$ cat config.mk
export PLATFORM = sky130hd
export DESIGN_NAME = ensemble_majority_voter_flat
export DESIGN_NICKNAME = d
export VERILOG_FILES = /design/src/rtl/ensemble_majority_voter_pkg.sv /design/src/rtl/ensemble_majority_voter_if.sv /design/src/rtl/ensemble_majority_voter_vote_tally.sv /design/src/rtl/ensemble_majority_voter.sv /design/src/flat_wrapper.sv
export SDC_FILE = /design/constraint.sdc
export NUM_CORES = 1
export LEC_CHECK = 0
export BUFFER_PORTS_ARGS = -buffer_cell sky130_fd_sc_hd__buf_2
export CAP_MARGIN = 20
export CORE_AREA = 2 2 157 159
export CTS_CLUSTER_SIZE = 25
export DETAILED_ROUTE_END_ITERATION = 10
export DIE_AREA = 0 0 159 161
export SETUP_SLACK_MARGIN = 0.3
export SLEW_MARGIN = 20
export SYNTH_ARGS = -nofsm -noshare
export SYNTH_HDL_FRONTEND = slang
export SYNTH_SLANG_ARGS = --single-unit
$ cat constraint.sdc
create_clock -name clk -period 5 [get_ports clk]
set_clock_uncertainty 0.05 [all_clocks]
set_input_delay 0.5 -clock clk [delete_from_list [all_inputs] [get_ports clk]]
set_output_delay 0.5 -clock clk [all_outputs]
set_load 0.05 [all_outputs]
$ cat src/rtl/ensemble_majority_voter_pkg.sv
// Shared definitions for the spiking-net ensemble voter: FSM encoding, vote counter
// width helper and the label/class defaults used by the spiking nets.
package ensemble_pkg;

  typedef enum logic [2:0] {
    ST_IDLE,
    ST_COLLECT,
    ST_TALLY,
    ST_SCAN,
    ST_DONE
  } state_t;

  localparam int DEF_LABEL_W   = 5;
  localparam int DEF_N_CLASSES = 18;

  // A counter of this width holds any vote total from n nets.
  function automatic int vote_w(input int n);
    return $clog2(n + 1);
  endfunction

endpackage

$ cat src/rtl/ensemble_majority_voter_if.sv
// Label-capture and result bundle between the spiking nets (master) and the voter (slave).
interface ensemble_majority_voter_if
  import ensemble_pkg::*;
#(
  parameter int N_NETS  = 5,
  parameter int LABEL_W = DEF_LABEL_W
);
  localparam int VOTE_W = vote_w(N_NETS);

  logic                        trans_start;
  logic [N_NETS-1:0]           net_done;
  logic [N_NETS*LABEL_W-1:0]   net_label;
  logic [LABEL_W-1:0]          winner;
  logic [VOTE_W-1:0]           winner_votes;
  logic                        winner_tie;
  logic                        winner_valid;
  logic                        busy;
  logic                        timed_out;

  modport master (
    output trans_start, net_done, net_label,
    input  winner, winner_votes, winner_tie, winner_valid, busy, timed_out
  );

  modport slave (
    input  trans_start, net_done, net_label,
    output winner, winner_votes, winner_tie, winner_valid, busy, timed_out
  );
endinterface

$ cat src/rtl/ensemble_majority_voter_vote_tally.sv
// Per-class vote counter array with a single increment port and a combinational read port.
module ensemble_vote_tally
  import ensemble_pkg::*;
#(
  parameter int N_CLASSES = DEF_N_CLASSES,
  parameter int LABEL_W   = DEF_LABEL_W,
  parameter int CNT_W     = 3
) (
  input  logic               clk,
  input  logic               rst_n,
  input  logic               clear,
  input  logic               inc_en,
  input  logic [LABEL_W-1:0] inc_idx,
  input  logic [LABEL_W-1:0] rd_idx,
  output logic [CNT_W-1:0]   rd_cnt
);

  logic [CNT_W-1:0] cnt_all [N_CLASSES];

  for (genvar gi = 0; gi < N_CLASSES; gi++) begin : g_cnt
    logic [CNT_W-1:0] cnt_reg;

    always_ff @(posedge clk or negedge rst_n) begin
      if (!rst_n) begin
        cnt_reg <= '0;
      end else if (clear) begin
        cnt_reg <= '0;
      end else if (inc_en && inc_idx == LABEL_W'(gi)) begin
        cnt_reg <= cnt_reg + CNT_W'(1);
      end
    end

    assign cnt_all[gi] = cnt_reg;
  end

  always_comb begin
    rd_cnt = '0;
    for (int i = 0; i < N_CLASSES; i++) begin
      if (rd_idx == LABEL_W'(i)) rd_cnt = cnt_all[i];
    end
  end

endmodule

$ cat src/rtl/ensemble_majority_voter.sv
// Ensemble majority voter: captures one label per net, tallies votes, scans for the argmax.
// Optional collect-phase timeout is enabled by defining ENSEMBLE_TIMEOUT_EN.
module ensemble_majority_voter
  import ensemble_pkg::*;
#(
  parameter int N_NETS      = 5,
  parameter int LABEL_W     = DEF_LABEL_W,
  parameter int N_CLASSES   = DEF_N_CLASSES,
  parameter int TIMEOUT_CYC = 4096
) (
  input  logic                      clk,
  input  logic                      rst_n,
  ensemble_majority_voter_if.slave  bus
);

  localparam int VOTE_W = vote_w(N_NETS);
  localparam int IDX_W  = (N_NETS > 1) ? $clog2(N_NETS) : 1;

  state_t               state_reg;
  logic [N_NETS-1:0]    cap_vec;
  logic [LABEL_W-1:0]   label_arr [N_NETS];
  logic [IDX_W-1:0]     net_idx_reg;
  logic [LABEL_W-1:0]   cls_idx_reg;
  logic [VOTE_W-1:0]    best_cnt_reg;
  logic [LABEL_W-1:0]   best_cls_reg;
  logic                 tie_reg;
  logic [LABEL_W-1:0]   winner_reg;
  logic [VOTE_W-1:0]    votes_reg;
  logic                 winner_tie_reg;
  logic                 valid_reg;
  logic                 timeout_hit;
  logic                 timed_out_reg;
  logic [LABEL_W-1:0]   sel_label;
  logic                 sel_cap;
  logic                 inc_en;
  logic [VOTE_W-1:0]    rd_cnt;

  // First strobe per net wins; restart clears the capture flag.
  for (genvar gi = 0; gi < N_NETS; gi++) begin : g_cap
    logic               cap_reg;
    logic [LABEL_W-1:0] label_reg;

    always_ff @(posedge clk or negedge rst_n) begin
      if (!rst_n) begin
        cap_reg   <= 1'b0;
        label_reg <= '0;
      end else if (bus.trans_start) begin
        cap_reg   <= 1'b0;
      end else if (state_reg == ST_COLLECT && bus.net_done[gi] && !cap_reg) begin
        cap_reg   <= 1'b1;
        label_reg <= bus.net_label[gi*LABEL_W +: LABEL_W];
      end
    end

    assign cap_vec[gi]   = cap_reg;
    assign label_arr[gi] = label_reg;
  end

  always_comb begin
    sel_label = '0;
    sel_cap   = 1'b0;
    for (int i = 0; i < N_NETS; i++) begin
      if (net_idx_reg == IDX_W'(i)) begin
        sel_label = label_arr[i];
        sel_cap   = cap_vec[i];
      end
    end
  end

  // Extra bit so N_CLASSES == 2**LABEL_W compares correctly.
  assign inc_en = (state_reg == ST_TALLY) && sel_cap &&
                  ({1'b0, sel_label} < (LABEL_W+1)'(N_CLASSES));

  ensemble_vote_tally #(
    .N_CLASSES (N_CLASSES),
    .LABEL_W   (LABEL_W),
    .CNT_W     (VOTE_W)
  ) u_tally (
    .clk     (clk),
    .rst_n   (rst_n),
    .clear   (bus.trans_start),
    .inc_en  (inc_en),
    .inc_idx (sel_label),
    .rd_idx  (cls_idx_reg),
    .rd_cnt  (rd_cnt)
  );

`ifdef ENSEMBLE_TIMEOUT_EN
  localparam int TO_W = (TIMEOUT_CYC > 1) ? $clog2(TIMEOUT_CYC) : 1;
  logic [TO_W-1:0] coll_cnt_reg;

  assign timeout_hit = (coll_cnt_reg == TO_W'(TIMEOUT_CYC - 1));

  always_ff @(posedge clk or negedge rst_n) begin
    if (!rst_n) begin
      coll_cnt_reg  <= '0;
      timed_out_reg <= 1'b0;
    end else if (bus.trans_start) begin
      coll_cnt_reg  <= '0;
      timed_out_reg <= 1'b0;
    end else if (state_reg == ST_COLLECT && !(&cap_vec)) begin
      if (timeout_hit) timed_out_reg <= 1'b1;
      else             coll_cnt_reg  <= coll_cnt_reg + TO_W'(1);
    end
  end
`else
  localparam int unused_timeout_cyc = TIMEOUT_CYC;
  assign timeout_hit   = 1'b0;
  assign timed_out_reg = 1'b0;
`endif

  always_ff @(posedge clk or negedge rst_n) begin
    if (!rst_n) begin
      state_reg      <= ST_IDLE;
      net_idx_reg    <= '0;
      cls_idx_reg    <= '0;
      best_cnt_reg   <= '0;
      best_cls_reg   <= '0;
      tie_reg        <= 1'b0;
      winner_reg     <= '0;
      votes_reg      <= '0;
      winner_tie_reg <= 1'b0;
      valid_reg      <= 1'b0;
    end else if (bus.trans_start) begin
      state_reg      <= ST_COLLECT;
      net_idx_reg    <= '0;
      cls_idx_reg    <= '0;
      best_cnt_reg   <= '0;
      best_cls_reg   <= '0;
      tie_reg        <= 1'b0;
      winner_reg     <= '0;
      votes_reg      <= '0;
      winner_tie_reg <= 1'b0;
      valid_reg      <= 1'b0;
    end else begin
      case (state_reg)
        ST_IDLE: valid_reg <= 1'b0;
        ST_COLLECT: begin
          if ((&cap_vec) || timeout_hit) state_reg <= ST_TALLY;
        end
        ST_TALLY: begin
          if (net_idx_reg == IDX_W'(N_NETS - 1)) state_reg <= ST_SCAN;
          else net_idx_reg <= net_idx_reg + IDX_W'(1);
        end
        ST_SCAN: begin
          // Strictly greater replaces, so the lowest class index wins a tie.
          if (rd_cnt > best_cnt_reg) begin
            best_cnt_reg <= rd_cnt;
            best_cls_reg <= cls_idx_reg;
            tie_reg      <= 1'b0;
          end else if (rd_cnt == best_cnt_reg && best_cnt_reg != '0) begin
            tie_reg      <= 1'b1;
          end
          if (cls_idx_reg == LABEL_W'(N_CLASSES - 1)) state_reg <= ST_DONE;
          else cls_idx_reg <= cls_idx_reg + LABEL_W'(1);
        end
        ST_DONE: begin
          winner_reg     <= best_cls_reg;
          votes_reg      <= best_cnt_reg;
          winner_tie_reg <= tie_reg;
          valid_reg      <= 1'b1;
          state_reg      <= ST_IDLE;
        end
        default: state_reg <= ST_IDLE;
      endcase
    end
  end

  assign bus.winner       = winner_reg;
  assign bus.winner_votes = votes_reg;
  assign bus.winner_tie   = winner_tie_reg;
  assign bus.winner_valid = valid_reg;
  assign bus.timed_out    = timed_out_reg;
  assign bus.busy         = (state_reg == ST_COLLECT) || (state_reg == ST_TALLY) ||
                            (state_reg == ST_SCAN);

endmodule

$ cat src/flat_wrapper.sv
// flat-port wrapper written by rule: the top's interface ports become plain ports
module ensemble_majority_voter_flat import ensemble_pkg::*;
#(
  parameter int N_NETS      = 5,
  parameter int LABEL_W     = DEF_LABEL_W,
  parameter int N_CLASSES   = DEF_N_CLASSES,
  parameter int TIMEOUT_CYC = 4096
)
  (clk, rst_n, bus_trans_start, bus_net_done, bus_net_label, bus_winner, bus_winner_votes, bus_winner_tie, bus_winner_valid, bus_busy, bus_timed_out);
  ensemble_majority_voter_if #(.N_NETS(N_NETS), .LABEL_W(LABEL_W)) bus_i ();
  input  logic clk;
  input  logic rst_n;
  input wire logic [$bits(bus_i.trans_start)-1:0] bus_trans_start;
  input wire logic [$bits(bus_i.net_done)-1:0] bus_net_done;
  input wire logic [$bits(bus_i.net_label)-1:0] bus_net_label;
  output wire logic [$bits(bus_i.winner)-1:0] bus_winner;
  output wire logic [$bits(bus_i.winner_votes)-1:0] bus_winner_votes;
  output wire logic [$bits(bus_i.winner_tie)-1:0] bus_winner_tie;
  output wire logic [$bits(bus_i.winner_valid)-1:0] bus_winner_valid;
  output wire logic [$bits(bus_i.busy)-1:0] bus_busy;
  output wire logic [$bits(bus_i.timed_out)-1:0] bus_timed_out;
  assign bus_i.trans_start = bus_trans_start;
  assign bus_i.net_done = bus_net_done;
  assign bus_i.net_label = bus_net_label;
  assign bus_winner = bus_i.winner;
  assign bus_winner_votes = bus_i.winner_votes;
  assign bus_winner_tie = bus_i.winner_tie;
  assign bus_winner_valid = bus_i.winner_valid;
  assign bus_busy = bus_i.busy;
  assign bus_timed_out = bus_i.timed_out;
  ensemble_majority_voter #(.N_NETS(N_NETS), .LABEL_W(LABEL_W), .N_CLASSES(N_CLASSES), .TIMEOUT_CYC(TIMEOUT_CYC)) u_core (.clk(clk), .rst_n(rst_n), .bus(bus_i));
endmodule
Word level (Yosys, flattened, before mapping):

Cells that the tools add are included.

* reduce and logical (&&, ||, !) cells: 83
* magnitude comparators: 2
* $add $sub $neg: 20
* bitwise gates (word level): 1
* multiplexer cells: 103
* eq/ne operators: 49

Operators by type and width (number)
* 3-bit two-way mux: 66
* 5-bit by 4-bit == test with 1-bit output, second input constant: 16
* 5-bit two-way mux: 13
* 3-bit by 1-bit adder with 3-bit output, second input constant: 19
* 2-bit nonzero test: 27
* 5-bit by 3-bit == test with 1-bit output, second input constant: 8
* 1-bit logical AND: 31
* 1-bit two-way mux: 22
* 5-bit by 2-bit == test with 1-bit output, second input constant: 4
* 5-bit == test, second input constant: 4
* 2-bit AND reduction: 9
* 3-bit by 2-bit == test with 1-bit output, second input constant: 4
* 3-bit case mux with 4 select lines: 1
* 5-bit by 1-bit == test with 1-bit output, second input constant: 2
* 5-bit logical NOT: 2
* 3-bit by 2-bit != test with 1-bit output, second input constant: 3
* 3-bit nonzero test: 3
* 3-bit by 1-bit == test with 1-bit output, second input constant: 2
* 3-bit == test, second input constant: 2
* 3-bit logical NOT: 2
* 2-bit != test, second input constant: 3
* 5-bit by 1-bit adder with 5-bit output, second input constant: 1
* 1-bit logical NOT: 5
* 5-bit less-than comparator, second input constant: 1
* 7 further kinds: 8

* word-level logic and storage cells: 296
* output and inout bits: 12
* input bits: 33
* register bits: 114

Logic depth before layout (Yosys ltp):

Gate-level depths: netlist (run 1).

* depth in word-level cells: 25
* mapped depth: 18
* gate-level depth less buffers: 16

By module:

Synthesis (run 1) repeated with hierarchy kept, for this count alone.

* cell total of the unflattened synthesis: 640
* area total of the unflattened synthesis: 6387.4 um2

By module, submodules not included
* ensemble_vote_tally: times used 1, area an instance 3473.3 um2, sequential area each 1351.3 um2, cells an instance 363
* ensemble_majority_voter: times used 1, area an instance 2914.0 um2, sequential area each 1501.4 um2, cells an instance 277

Least setup slack after synthesis (run 1):

No wires, ideal clock.

* kind: register -> register
* start: reg u_core.cls_idx_reg[0]
* end: reg u_core.best_cnt_reg[1]
* library setup time: 0.083 ns
* path slack: 1.356 ns
* required time: 4.867 ns
* clock period less this slack: 3.644 ns
* path buffers: 2
* arrival: 3.511 ns
* stages on the path, launching flop included: 18
* cell sequence: dfrtp_1 > ha_1 > clkbuf_1 > clkbuf_1 > and3_1 > ha_1 > nand2_1 > nand3_1 > nor3_1 > o21ai_0 > a21oi_1 > o31ai_1 > ha_1 > nor2b_1 > o21ai_0 > a211oi_1 > or4b_2 > o21ai_0

* cells in the longest elaborated chain, start to end: 22
* elaborated cells between the ends (all ways): 42
* classes of those cells: order compare (1); eq/ne (17); mux (21); reduce/logical (3)

Ends and longest elaborated chain
* start, declared: RTL line ensemble_majority_voter.sv:23 `logic [LABEL_W-1:0] cls_idx_reg;`
* start signal, assigned: RTL line ensemble_majority_voter.sv:155 `else cls_idx_reg <= cls_idx_reg + LABEL_W'(1);`
* 5-bit logical NOT: RTL line ensemble_majority_voter_vote_tally.sv:39 `if (rd_idx == LABEL_W'(i)) rd_cnt = cnt_all[i];`
* 3-bit two-way mux (17 in series): RTL line ensemble_majority_voter_vote_tally.sv:39
* 3-bit two-way mux (*): RTL line ensemble_majority_voter_vote_tally.sv:39
* 3-bit greater-than comparator or 3-bit two-way mux (tied branches): RTL line ensemble_majority_voter.sv:147 `if (rd_cnt > best_cnt_reg) begin`
* 2-bit nonzero test (no source line) or 3-bit two-way mux (tied branches)
* 2-bit AND reduction (no source line) or 3-bit two-way mux (tied branches)
* end signal, assigned: RTL line ensemble_majority_voter.sv:148 `best_cnt_reg <= rd_cnt;`
* end, declared: RTL line ensemble_majority_voter.sv:24 `logic [VOTE_W-1:0] best_cnt_reg;`

Mark *: on every way between the ends. The rest lies on a longest branch, timed or not. The select of a mux whose other input is x is not followed.
A chain may end at the register's enable or synchronous reset.

Worst setup path in the final report (run 1):

* start: reg u_core.cls_idx_reg[1]
* end: reg u_core.best_cnt_reg[1]

The elaborated chain is that of the path after synthesis.

==> run_results.csv, run 1 <==
group,metric,value,unit
run_status,outcome,"finished, final reports clean",
worst_setup_path,timing.rr.start,"u_core.cls_idx_reg[1]$_DFFE_PN0P_",
global_routing,grt_pass1_wl,29600,µm
placement,gp_congestion,0.856,
synth,yosys.cell_count.top_type,"sky130_fd_sc_hd__dfrtp_1",
cells_and_area,largest_register_ff_count,54,
placement,post-place-cells,1069,
hold_path,min_path_type,"in -> async",
cells_and_area,multiInputGateArea,0.00379,mm²
clocking,htreeDepth,4,
timing,maxSlewHeadroom,48.8,%
synth,count_of_flip_flops_with_a_built_in_enable_after_synthesis,0,
clocking,cts-buffers-inserted,17,
detailed_routing,finalWirelength,17500,µm
synth,mapped_nets,813,
cells_and_area,finish.utilization,33.7,%
worst_setup_path,cell_count_of_the_worst_reg_to_reg_path,13,
timing,setup_viol,0,
detailed_routing,drc,0,
placement,place.detailed.hpwl,12200,µm
cells_and_area,final_cell_count_no_fill,1101,
clocking,cts_setup_buffers,0,
global_routing,globalRoute.totalOverflow,0,
placement,placement.io_buffers,43,
worst_setup_path,end_kind,"register",
timing,unrepaired_setup_endpoints_after_global_routing,"no",
flow_run,timing.max_cap.violations,0,
cells_and_area,fill_cells,2478,
detailed_routing,vias,5757,
worst_setup_path,worst_r2r_endpoint,"u_core.best_cnt_reg[1]$_DFFE_PN0P_",
floorplanning,floorplan.io_pins,45,
floorplanning,die-area,0.0256,mm²
clocking,clk-insertion-delay-late,430,ps
synth,synth_cell_type_count,77,
detailed_routing,drt.antenna.violating_nets,0,
synth,synth_top_area_cell,"sky130_fd_sc_hd__dfrtp_1",
synth,postSynthCellCount,749,
clocking,cts.repair.resized,0,
floorplanning,fp.coreArea,0.0240,mm²
clocking,hold_buffers,0,
cells_and_area,antenna-diode-count,0,
floorplanning,die_height,161,µm
detailed_routing,dr.first_iter.drc_count,446,
placement,place_area,0.00746,mm²
global_routing,grt_max_degree,78,
global_routing,grt_antenna_before_repair,0,
clocking,tritoncts,"yes",
synth,synth.avg_cell_area,9.43,µm²
worst_setup_path,critical_path_peak_fanout,22,
clocking,worst_setup_hold_path_clk_slew,60,ps
detailed_routing,routed_via_density,5.23,
synth,synthDominantCellAreaShare,40.4,%
synth,ys.warnings.count,0,
power_and_ir_drop,vdd_drop_max,0.000232,V
synth,mappedNetlistArea,0.00706,mm²
timing,post-route-min-period,3950,ps
timing,final_hold_viol_count,0,
worst_setup_path,path_class,"reg -> reg",
timing,fin_tns_setup,0,ps
floorplanning,rows,57,
cells_and_area,stdcell_area,0.00807,mm²
worst_setup_path,timing.critical_path.arrival,4250,ps
worst_setup_path,timing.critical_path.required,5290,ps
synth,yosys_register_bits,114,
cells_and_area,layout-drive-gt1-share,18.0,%
floorplanning,die_x_extent,159,µm
worst_setup_path,worst-r2r-setup-slack,1050,ps
synth,post_synthesis_sequential_area_ratio,40.4,%
timing,timing_max_transition_violations_final,0,
floorplanning,start_util,29.5,%
clocking,cts-root-to-sink-buffers,2,
power_and_ir_drop,p_per_area,308,mW/mm²
global_routing,global_route.usage.total,14.3,%
clocking,clock_sink_count,114,
timing,tightestPinTransition,768,ps
cells_and_area,finalNetCount,828,
detailed_routing,wire_per_inst,15.9,µm
timing,final.period_utilization,79.1,%
cells_and_area,seq_area,0.00285,mm²
synth,ys_top_cells_by_area,"sky130_fd_sc_hd__dfrtp_1 40%, sky130_fd_sc_hd__ha_1 5.5%, sky130_fd_sc_hd__mux2_2 5.3%",
synth,synthArstFlopShare,100,%
power_and_ir_drop,leak_pwr,3.18,nW
cells_and_area,area_overhead_vs_synth,14.2,%
global_routing,number_of_global_route_vias_before_repair,5567,
clocking,cts_root_buf,"sky130_fd_sc_hd__clkbuf_16",
detailed_routing,initial_drt_pass_iterations,5,
synth,primary_ff_master_synth,"sky130_fd_sc_hd__dfrtp_1",
worst_setup_path,worstSetupStartpointType,"register",
timing,holdWs,67.9,ps
timing,fmax,253,MHz
synth,synth_common_cells,"114 x sky130_fd_sc_hd__dfrtp_1, 70 x sky130_fd_sc_hd__a21oi_1, 55 x sky130_fd_sc_hd__nand2_1, 46 x sky130_fd_sc_hd__nor2_1, 40 x sky130_fd_sc_hd__inv_1",
==> per-layer routing <==
metal,global-route usage [%],up-vias,routed length [µm]
li1,-,2784,-
met1,20.6,2810,8720
met3,3.65,26,720
met4,4.92,0,310
met2,20.9,137,7720
met5,0,-,0
==> critical path, cell delays in order, from the launching register on <==
cell and delay (ps):
sky130_fd_sc_hd__dfrtp_1 440, sky130_fd_sc_hd__inv_1 100, sky130_fd_sc_hd__ha_1 640, sky130_fd_sc_hd__nor4bb_1 300, sky130_fd_sc_hd__buf_4 240, sky130_fd_sc_hd__nor2_1 50, sky130_fd_sc_hd__o221ai_1 100, sky130_fd_sc_hd__a211oi_1 70
sky130_fd_sc_hd__a211oi_1 400, sky130_fd_sc_hd__ha_1 300, sky130_fd_sc_hd__and3_1 190, sky130_fd_sc_hd__a211oi_2 220, sky130_fd_sc_hd__or4b_2 600, sky130_fd_sc_hd__o21ai_0 170
==> through the flow <==
| step | setup slack (ps) | power [W] |
|---|---|---|
| 4_1_cts | 1030 | 0.00252 |
| 5_1_grt | 757 | 0.00259 |
| 3_3_place_gp | 1160 | 0.00124 |
| 2_1_floorplan | 1360 | 0.00117 |
| 3_5_place_dp | 1050 | 0.00125 |
| 6_report | 1050 | 0.00248 |
==> power breakdown <==
part           switching, W  total, W  internal (W)
logic              0.000142  0.000230     0.0000880
clock network      0.000458   0.00125      0.000794
registers         0.0000347   0.00100      0.000968
==> placed cells by master, fill, tap and decap left out, types with 18 or more instances in the layout <==
cell	Yosys	layout
sky130_fd_sc_hd__or4_1	18	18
sky130_fd_sc_hd__nor2_1	46	46
sky130_fd_sc_hd__mux2_2	33	33
sky130_fd_sc_hd__o21ai_0	38	38
sky130_fd_sc_hd__nand2_1	55	55
sky130_fd_sc_hd__buf_2	11	41
sky130_fd_sc_hd__o31ai_1	27	27
sky130_fd_sc_hd__dfrtp_1	114	114
sky130_fd_sc_hd__ha_1	31	31
sky130_fd_sc_hd__a21oi_1	70	70
sky130_fd_sc_hd__nor2b_1	27	27
sky130_fd_sc_hd__inv_1	40	40
==> cells by family after synthesis <==
| logic type | after synthesis | synth area share (%) |
|---|---|---|
| and+or+nand+nor | 256 | 20.6 |
| AOI/OAI and AO/OA | 207 | 20.3 |
| DFF | 114 | 40.4 |
| buffers and inverters | 93 | 6.04 |
| muxes | 43 | 6.68 |
| adders and majority gates | 31 | 5.49 |
| xor gates and xnor gates | 4 | 0.496 |
| other | 1 | 0.0531 |
==> worst max path at each step <==
stage | startpoint | end | slack, ps | cells past startpoint
floorplan | u_core.cls_idx_reg[0]$_DFFE_PN0P_ | u_core.best_cnt_reg[1]$_DFFE_PN0P_ | 1360 | 17
global placement | u_core.cls_idx_reg[0]$_DFFE_PN0P_ | u_core.best_cnt_reg[1]$_DFFE_PN0P_ | 1160 | 13
detailed placement | u_core.cls_idx_reg[1]$_DFFE_PN0P_ | u_core.best_cnt_reg[1]$_DFFE_PN0P_ | 1050 | 13
CTS | u_core.cls_idx_reg[1]$_DFFE_PN0P_ | u_core.best_cnt_reg[1]$_DFFE_PN0P_ | 1030 | 13
global route | u_core.cls_idx_reg[0]$_DFFE_PN0P_ | u_core.best_cnt_reg[1]$_DFFE_PN0P_ | 760 | 15
finish | u_core.cls_idx_reg[1]$_DFFE_PN0P_ | u_core.best_cnt_reg[1]$_DFFE_PN0P_ | 1050 | 13
==> layout make-up <==
class	count	area share, %
flip-flops and latches	114	35.3
inverters	40	1.86
multi-input cells	542	47.0
well taps	324	5.02
clock buffers	19	5.49
clock inverters	13	1.98
repair buffers	49	3.33
Power figures use the tool's default switching activity.
==> run 2: changes to the inputs <==
==> constraint.sdc (replaced) <==
create_clock -name clk -period 3.25 [get_ports clk]
set_clock_uncertainty 0.05 [all_clocks]
set_input_delay 0.325 -clock clk [delete_from_list [all_inputs] [get_ports clk]]
set_output_delay 0.325 -clock clk [all_outputs]
set_load 0.05 [all_outputs]
==> run 2 against run 1 <==
The run now ends with setup timing left. Register-to-register slack got worse by 1200 ps. Global-route usage increased by 0.77 points. Count of clock-buffer cells in the layout is 1 lower. Clock power grew 50%. Combinational power rose by 73%. Worst hold slack gained 5.6 ps. Worst setup slack got worse by 1200 ps. Sequential power rose by 54%. Routed wire length is 11% higher. Flip-flop and latch count did not move. Final cell count grew 8.0%. Largest power group unchanged.
==> run_results.csv, run 2 (synthesis results as in run 1) <==
group,metric,value,unit
detailed_routing,dr.first_iter.drc_count,345,
timing,tightestPinTransition,778,ps
global_routing,global_route.usage.total,15.1,%
power_and_ir_drop,power.combinational.fraction,10.5,%
clocking,cts-buffers-inserted,17,
run_status,outcome,"complete, but fails checks",
placement,place_area,0.00803,mm²
power_and_ir_drop,power_report.internal_total,0.00279,W
power_and_ir_drop,leak_pwr,3.70,nW
clocking,clk-insertion-delay-late,430,ps
global_routing,globalRoute.totalOverflow,0,
global_routing,number_of_global_route_vias_before_repair,5934,
worst_setup_path,end_kind,"register",
detailed_routing,vias,6089,
detailed_routing,wire_per_inst,16.2,µm
worst_setup_path,critical_path_peak_fanout,4,
timing,fin_ws,-105,ps
global_routing,grt_pass1_wl,31100,µm
run_status,failed_checks,"setup timing",
hold_path,min_path_cells,2,
detailed_routing,drc,0,
timing,fmax,298,MHz
cells_and_area,finalNetCount,916,
cells_and_area,area_overhead_vs_synth,29.5,%
floorplanning,start_util,29.5,%
floorplanning,die-area,0.0256,mm²
power_and_ir_drop,vdd_drop_max,0.000354,V
hold_path,min_path_type,"in -> reg",
detailed_routing,finalWirelength,19300,µm
floorplanning,floorplan.io_pins,45,
floorplanning,die_x_extent,159,µm
cells_and_area,layout_common_cells,"109 x sky130_fd_sc_hd__dfrtp_1, 82 x sky130_fd_sc_hd__buf_4, 68 x sky130_fd_sc_hd__a21oi_1",
placement,pre_cts_ws,-347,ps
worst_setup_path,timing.rr.start,"u_core.cls_idx_reg[1]$_DFFE_PN0P_",
floorplanning,fp.coreArea,0.0240,mm²
timing,maxSlewHeadroom,48.1,%
hold_path,worstHoldStart,"bus_net_label[15]",
detailed_routing,routed_via_density,5.12,
power_and_ir_drop,p_per_area,417,mW/mm²
timing,post-route-min-period,3360,ps
cells_and_area,antenna-diode-count,0,
timing,final_hold_viol_count,0,
detailed_routing,drt.antenna.violating_nets,0,
clocking,cts-root-to-sink-buffers,2,
clocking,cts_root_buf,"sky130_fd_sc_hd__clkbuf_16",
timing,setup_viol,8,
timing,final.period_utilization,103,%
placement,gp_congestion,0.927,
floorplanning,rows,57,
clocking,clock_sink_count,114,
placement,post-place-cells,1132,
power_and_ir_drop,power.sequential.fraction,40.5,%
worst_setup_path,cell_count_of_the_worst_reg_to_reg_path,15,
cells_and_area,largest_register_ff_count,54,
cells_and_area,fill_cells,2405,
timing,holdWs,73.5,ps
worst_setup_path,worstSetupStartpointType,"register",
flow_run,timing.max_cap.violations,0,
cells_and_area,layout-drive-gt1-share,32.5,%
floorplanning,die_height,161,µm
power_and_ir_drop,clkPwrFrac,49.1,%
global_routing,grt_antenna_before_repair,0,
power_and_ir_drop,power_switching,0.00103,W
detailed_routing,initial_drt_pass_iterations,5,
clocking,htreeDepth,4,
cells_and_area,final_common_cell,"sky130_fd_sc_hd__dfrtp_1",
cells_and_area,finish.utilization,38.2,%
power_and_ir_drop,swShare,26.9,%
global_routing,grt_max_degree,69,
cells_and_area,stdcell_area,0.00915,mm²
worst_setup_path,path_class,"reg -> reg",
clocking,worst_setup_hold_path_clk_slew,60,ps
worst_setup_path,timing.critical_path.required,3490,ps
timing,unrepaired_setup_endpoints_after_global_routing,"yes",
worst_setup_path,startpoint,"u_core.cls_idx_reg[1]$_DFFE_PN0P_",
placement,place.detailed.hpwl,13200,µm
clocking,tritoncts,"yes",
worst_setup_path,timing.critical_path.arrival,3600,ps
timing,timing_max_transition_violations_final,0,
placement,placement.io_buffers,43,
cells_and_area,final_cell_count_no_fill,1189,
[run 2: area by class of cell]
type                            instances  area (µm²)  share of cell area [%]
Clock inverter                         14         153                    1.67
Clock buffer                           18         429                    4.69
Sequential cell                       114        2860                    31.3
Tap cell                              324         405                    4.43
Multi-Input combinational cell        543        4160                    45.5
Inverter                               40         150                    1.64
Timing Repair Buffer                  136         992                    10.8
[run 2: through the flow]
step | setup TNS [ps] | total power [W]
after floorplan | 0 | 0.00181
after global placement | -1030 | 0.00193
after detailed placement | -1970 | 0.00194
after CTS | -58.9 | 0.00383
after global routing | -1520 | 0.00397
final | -440 | 0.00381
[run 2: path summary, 6_finish.rpt]
| path | slack (ps) | end |
|---|---|---|
| max in group asynchronous | 1860 | u_core.net_idx_reg[0]$_DFFE_PN0P_ |
| setup / recovery | -110 | u_core.best_cls_reg[1]$_DFFE_PN0P_ |
| hold reg to reg | 460 | u_core.g_cap[2].label_reg[1]$_DFFE_PN0P_ |
| setup reg to reg | -110 | u_core.best_cls_reg[1]$_DFFE_PN0P_ |
| min in group asynchronous | 440 | u_core.g_cap[4].label_reg[0]$_DFFE_PN0P_ |
| hold / removal | 70 | u_core.g_cap[3].label_reg[0]$_DFFE_PN0P_ |
[run 2: worst max-delay path, cell delays in order, from the launching register on]
cell and delay, ps:
sky130_fd_sc_hd__dfrtp_2 450, sky130_fd_sc_hd__buf_6 140, sky130_fd_sc_hd__ha_4 170, sky130_fd_sc_hd__or4_4 440
sky130_fd_sc_hd__a311oi_2 250, sky130_fd_sc_hd__a2111oi_2 80, sky130_fd_sc_hd__o22ai_1 180, sky130_fd_sc_hd__o211ai_1 140
sky130_fd_sc_hd__nand2_1 130, sky130_fd_sc_hd__ha_4 220, sky130_fd_sc_hd__and3_4 190, sky130_fd_sc_hd__a211oi_4 220
sky130_fd_sc_hd__buf_4 160, sky130_fd_sc_hd__buf_6 120, sky130_fd_sc_hd__mux2i_1 220, sky130_fd_sc_hd__nor2_1 60
[run 2: power groups by stage]
stage / clock, W / combinational, W / sequential (W)
final: 0.00187 / 0.000399 / 0.00154
after global routing: 0.00198 / 0.000441 / 0.00155
after CTS: 0.00190 / 0.000379 / 0.00154
after detailed placement: 0 / 0.000376 / 0.00157
after global placement: 0 / 0.000370 / 0.00156
after floorplan: 0 / 0.000258 / 0.00155
[run 2: repair_timing]
action / in CTS / in global routing
hold endpoints to repair: 46 / 0
hold buffers: 1 / 0
endpoints found under the setup margin: 22 / 47
pin swaps: 12 / 14
resized for setup: 31 / 41
cloned: 0 / 1
buffers inserted: 11 / 12
[run 2: layer usage]
layer  share of wire [%]  vias to the layer above  track usage (%)
met5                   0                        -                0
met4                 1.8                        0             5.37
met3                 3.3                       22             2.82
met2                  46                      120             23.5
met1                  49                     2992             21.1
li1                    -                     2955                -
==> run 3: changes to the inputs <==
--- a/config.mk
+++ b/config.mk
@@ -7,10 +7,13 @@
 export LEC_CHECK = 0
 export BUFFER_PORTS_ARGS = -buffer_cell sky130_fd_sc_hd__buf_2
 export CAP_MARGIN = 20
+export CELL_PAD_IN_SITES_DETAIL_PLACEMENT = 1
+export CELL_PAD_IN_SITES_GLOBAL_PLACEMENT = 2
 export CORE_AREA = 2 2 157 159
 export CTS_CLUSTER_SIZE = 25
 export DETAILED_ROUTE_END_ITERATION = 10
 export DIE_AREA = 0 0 159 161
+export PLACE_DENSITY_LB_ADDON = 0.1
 export SETUP_SLACK_MARGIN = 0.3
 export SLEW_MARGIN = 20
 export SYNTH_ARGS = -nofsm -noshare
==> run 3 against run 2 <==
The flow still finishes with violations (setup timing). Register-to-register slack got worse by 160 ps. Combinational power rose by 17%. Design area grew 1.5%. Flip-flop and latch count is the same. Non-clock buffer count shrank 2. Critical path type unchanged. Highest routed layer unchanged.
==> run_results.csv, run 3 (synthesis results as in run 1) <==
group,metric,value,unit
run_status,outcome,"complete, but fails checks",
run_status,failed_checks,"setup timing",
worst_setup_path,cell_count_of_the_worst_reg_to_reg_path,15,
clocking,cts-buffers-inserted,17,
worst_setup_path,timing.critical_path.cells,"buf_6, ha_4, or4_4, a311oi_2, a2111oi_2, o22ai_1, o211ai_1, nand2_1, ha_4, and3_4, a211oi_4, buf_4, buf_6, nor2_2, a311oi_1",
worst_setup_path,timing.critical_path.required,3510,ps
cells_and_area,final_common_cell,"sky130_fd_sc_hd__dfrtp_1",
cells_and_area,finalNetCount,917,
worst_setup_path,path_class,"reg -> reg",
global_routing,globalRoute.totalOverflow,0,
timing,setup_viol,9,
hold_path,worstHoldStart,"bus_net_label[10]",
floorplanning,die-area,0.0256,mm²
clocking,cts_root_buf,"sky130_fd_sc_hd__clkbuf_16",
clocking,tritoncts,"yes",
global_routing,grt_util_met3,3.00,%
flow_run,timing.max_cap.violations,0,
floorplanning,die_x_extent,159,µm
cells_and_area,layout-drive-gt1-share,32.7,%
cells_and_area,stdcell_area,0.00928,mm²
worst_setup_path,timing.rr.start,"u_core.cls_idx_reg[0]$_DFFE_PN0P_",
placement,place.detailed.hpwl,16600,µm
clocking,worst_setup_hold_path_clk_slew,60,ps
floorplanning,floorplan.io_pins,45,
timing,maxSlewHeadroom,47.4,%
global_routing,number_of_global_route_vias_before_repair,6589,
floorplanning,die_height,161,µm
placement,gp_congestion,0.852,
detailed_routing,vias,6235,
worst_setup_path,critical_path_peak_fanout,5,
worst_setup_path,end_kind,"register",
timing,fin_ws,-266,ps
worst_setup_path,startpoint,"u_core.cls_idx_reg[0]$_DFFE_PN0P_",
detailed_routing,drt.antenna.violating_nets,0,
global_routing,global_route.usage.total,18.5,%
detailed_routing,wire_per_inst,20.2,µm
cells_and_area,layout_common_cells,"111 x sky130_fd_sc_hd__dfrtp_1, 81 x sky130_fd_sc_hd__buf_4, 68 x sky130_fd_sc_hd__a21oi_1",
global_routing,grt_max_degree,56,
worst_setup_path,timing.critical_path.arrival,3780,ps
global_routing,grt_antenna_before_repair,0,
timing,post-route-min-period,3520,ps
detailed_routing,dr.first_iter.drc_count,380,
clocking,cts-root-to-sink-buffers,2,
cells_and_area,fill_cells,2735,
placement,pre_cts_ws,-529,ps
detailed_routing,drc,0,
detailed_routing,initial_drt_pass_iterations,5,
detailed_routing,routed_via_density,5.24,
floorplanning,fp.coreArea,0.0240,mm²
cells_and_area,largest_register_ff_count,54,
clocking,clock_sink_count,114,
global_routing,grt_pass1_wl,37100,µm
placement,place_area,0.00806,mm²
timing,fin_tns_setup,-1960,ps
worst_setup_path,worst-r2r-setup-slack,-270,ps
timing,fmax,284,MHz
timing,unrepaired_setup_endpoints_after_global_routing,"yes",
global_routing,grt_use_met1,24.9,%
timing,final_hold_viol_count,0,
power_and_ir_drop,p_per_area,438,mW/mm²
timing,final.period_utilization,108,%
floorplanning,rows,57,
cells_and_area,area_overhead_vs_synth,31.4,%
detailed_routing,finalWirelength,24000,µm
cells_and_area,antenna-diode-count,0,
floorplanning,start_util,29.5,%
hold_path,min_path_type,"in -> reg",
global_routing,grt.met2_usage,30.6,%
power_and_ir_drop,pnr_total_power,0.00407,W
timing,tightestPinTransition,788,ps
worst_setup_path,worstSetupStartpointType,"register",
worst_setup_path,worst_r2r_endpoint,"u_core.best_cnt_reg[2]$_DFFE_PN0P_",
power_and_ir_drop,vdd_drop_max,0.000217,V
worst_setup_path,slowest_stage,"sky130_fd_sc_hd__or4_4",
timing,timing_max_transition_violations_final,0,
worst_setup_path,critPathMaxStageDelay,450,ps
power_and_ir_drop,leak_pwr,3.78,nW
placement,placement.io_buffers,43,
global_routing,global_route.peak_usage_layer,"met2",
worst_setup_path,worst_setup_path_endpoint,"u_core.best_cnt_reg[2]$_DFFE_PN0P_",
clocking,clk-insertion-delay-late,430,ps
clocking,htreeDepth,4,
run 3: power by group:
group / total, W / switching [W] / internal, W
Sequential: 0.00155 / 0.0000613 / 0.00149
Combinational: 0.000466 / 0.000274 / 0.000192
Clock: 0.00205 / 0.000763 / 0.00129
Total: 0.00407 / 0.00110 / 0.00297
run 3: worst max-delay path, delay by kind of cell, from the launching register on:
family,cells,cell delay [ps]
DFF,1,440
buffers and inverters,3,430
AOI/OAI and AO/OA,6,1270
and+or+nand+nor,4,820
adders and majority gates,2,370
run 3: through the flow:
step | util (%) | cells | hold slack, ps
2_1_floorplan | - | 749 | -20.6
3_3_place_gp | 33.6 | 1134 | 380
3_5_place_dp | 33.6 | 1134 | 388
4_1_cts | 37.4 | 1175 | 60.3
5_1_grt | 38.7 | 1189 | 68.2
6_report | 38.7 | 1189 | 74.8
run 3: worst min-delay path by stage:
| stage | endpoint | slack (ps) | depth (start not counted) |
|---|---|---|---|
| global route | u_core.g_cap[3].label_reg[1]$_DFFE_PN0P_ | 70 | 2 |
| finish | u_core.g_cap[2].label_reg[0]$_DFFE_PN0P_ | 70 | 2 |
| floorplan | u_core.best_cls_reg[0]$_DFFE_PN0P_ | -20 | 0 |
| global placement | u_core.bus.winner_votes[1]$_DFFE_PN0P_ | 380 | 1 |
| detailed placement | u_core.bus.winner[2]$_DFFE_PN0P_ | 390 | 1 |
| CTS | u_core.g_cap[2].label_reg[0]$_DFFE_PN0P_ | 60 | 2 |
run 3: area by class of cell:
type / instances / area (µm²) / area share [%]
clock inverter: 14 / 201 / 2.17
timing repair buffer: 134 / 976 / 10.5
clock buffer: 17 / 425 / 4.58
inverter: 40 / 150 / 1.62
tap: 324 / 405 / 4.37
sequential: 114 / 2860 / 30.8
multi-input combinational: 546 / 4270 / 46.0
run 3: what timing repair did:
action / CTS / global route
pin swaps: 12 / 14
gates resized for setup: 39 / 40
endpoints found under the hold margin: 50 / 0
setup endpoints to repair: 33 / 47
gates cloned: 2 / 4
buffers inserted: 7 / 10
hold buffers: 1 / 0
run 3: routing by layer:
metal,wire [µm],vias to the layer above
met2,11600,91
li1,-,2952
met1,11300,3166
met4,464,0
met5,0,-
met3,660,26
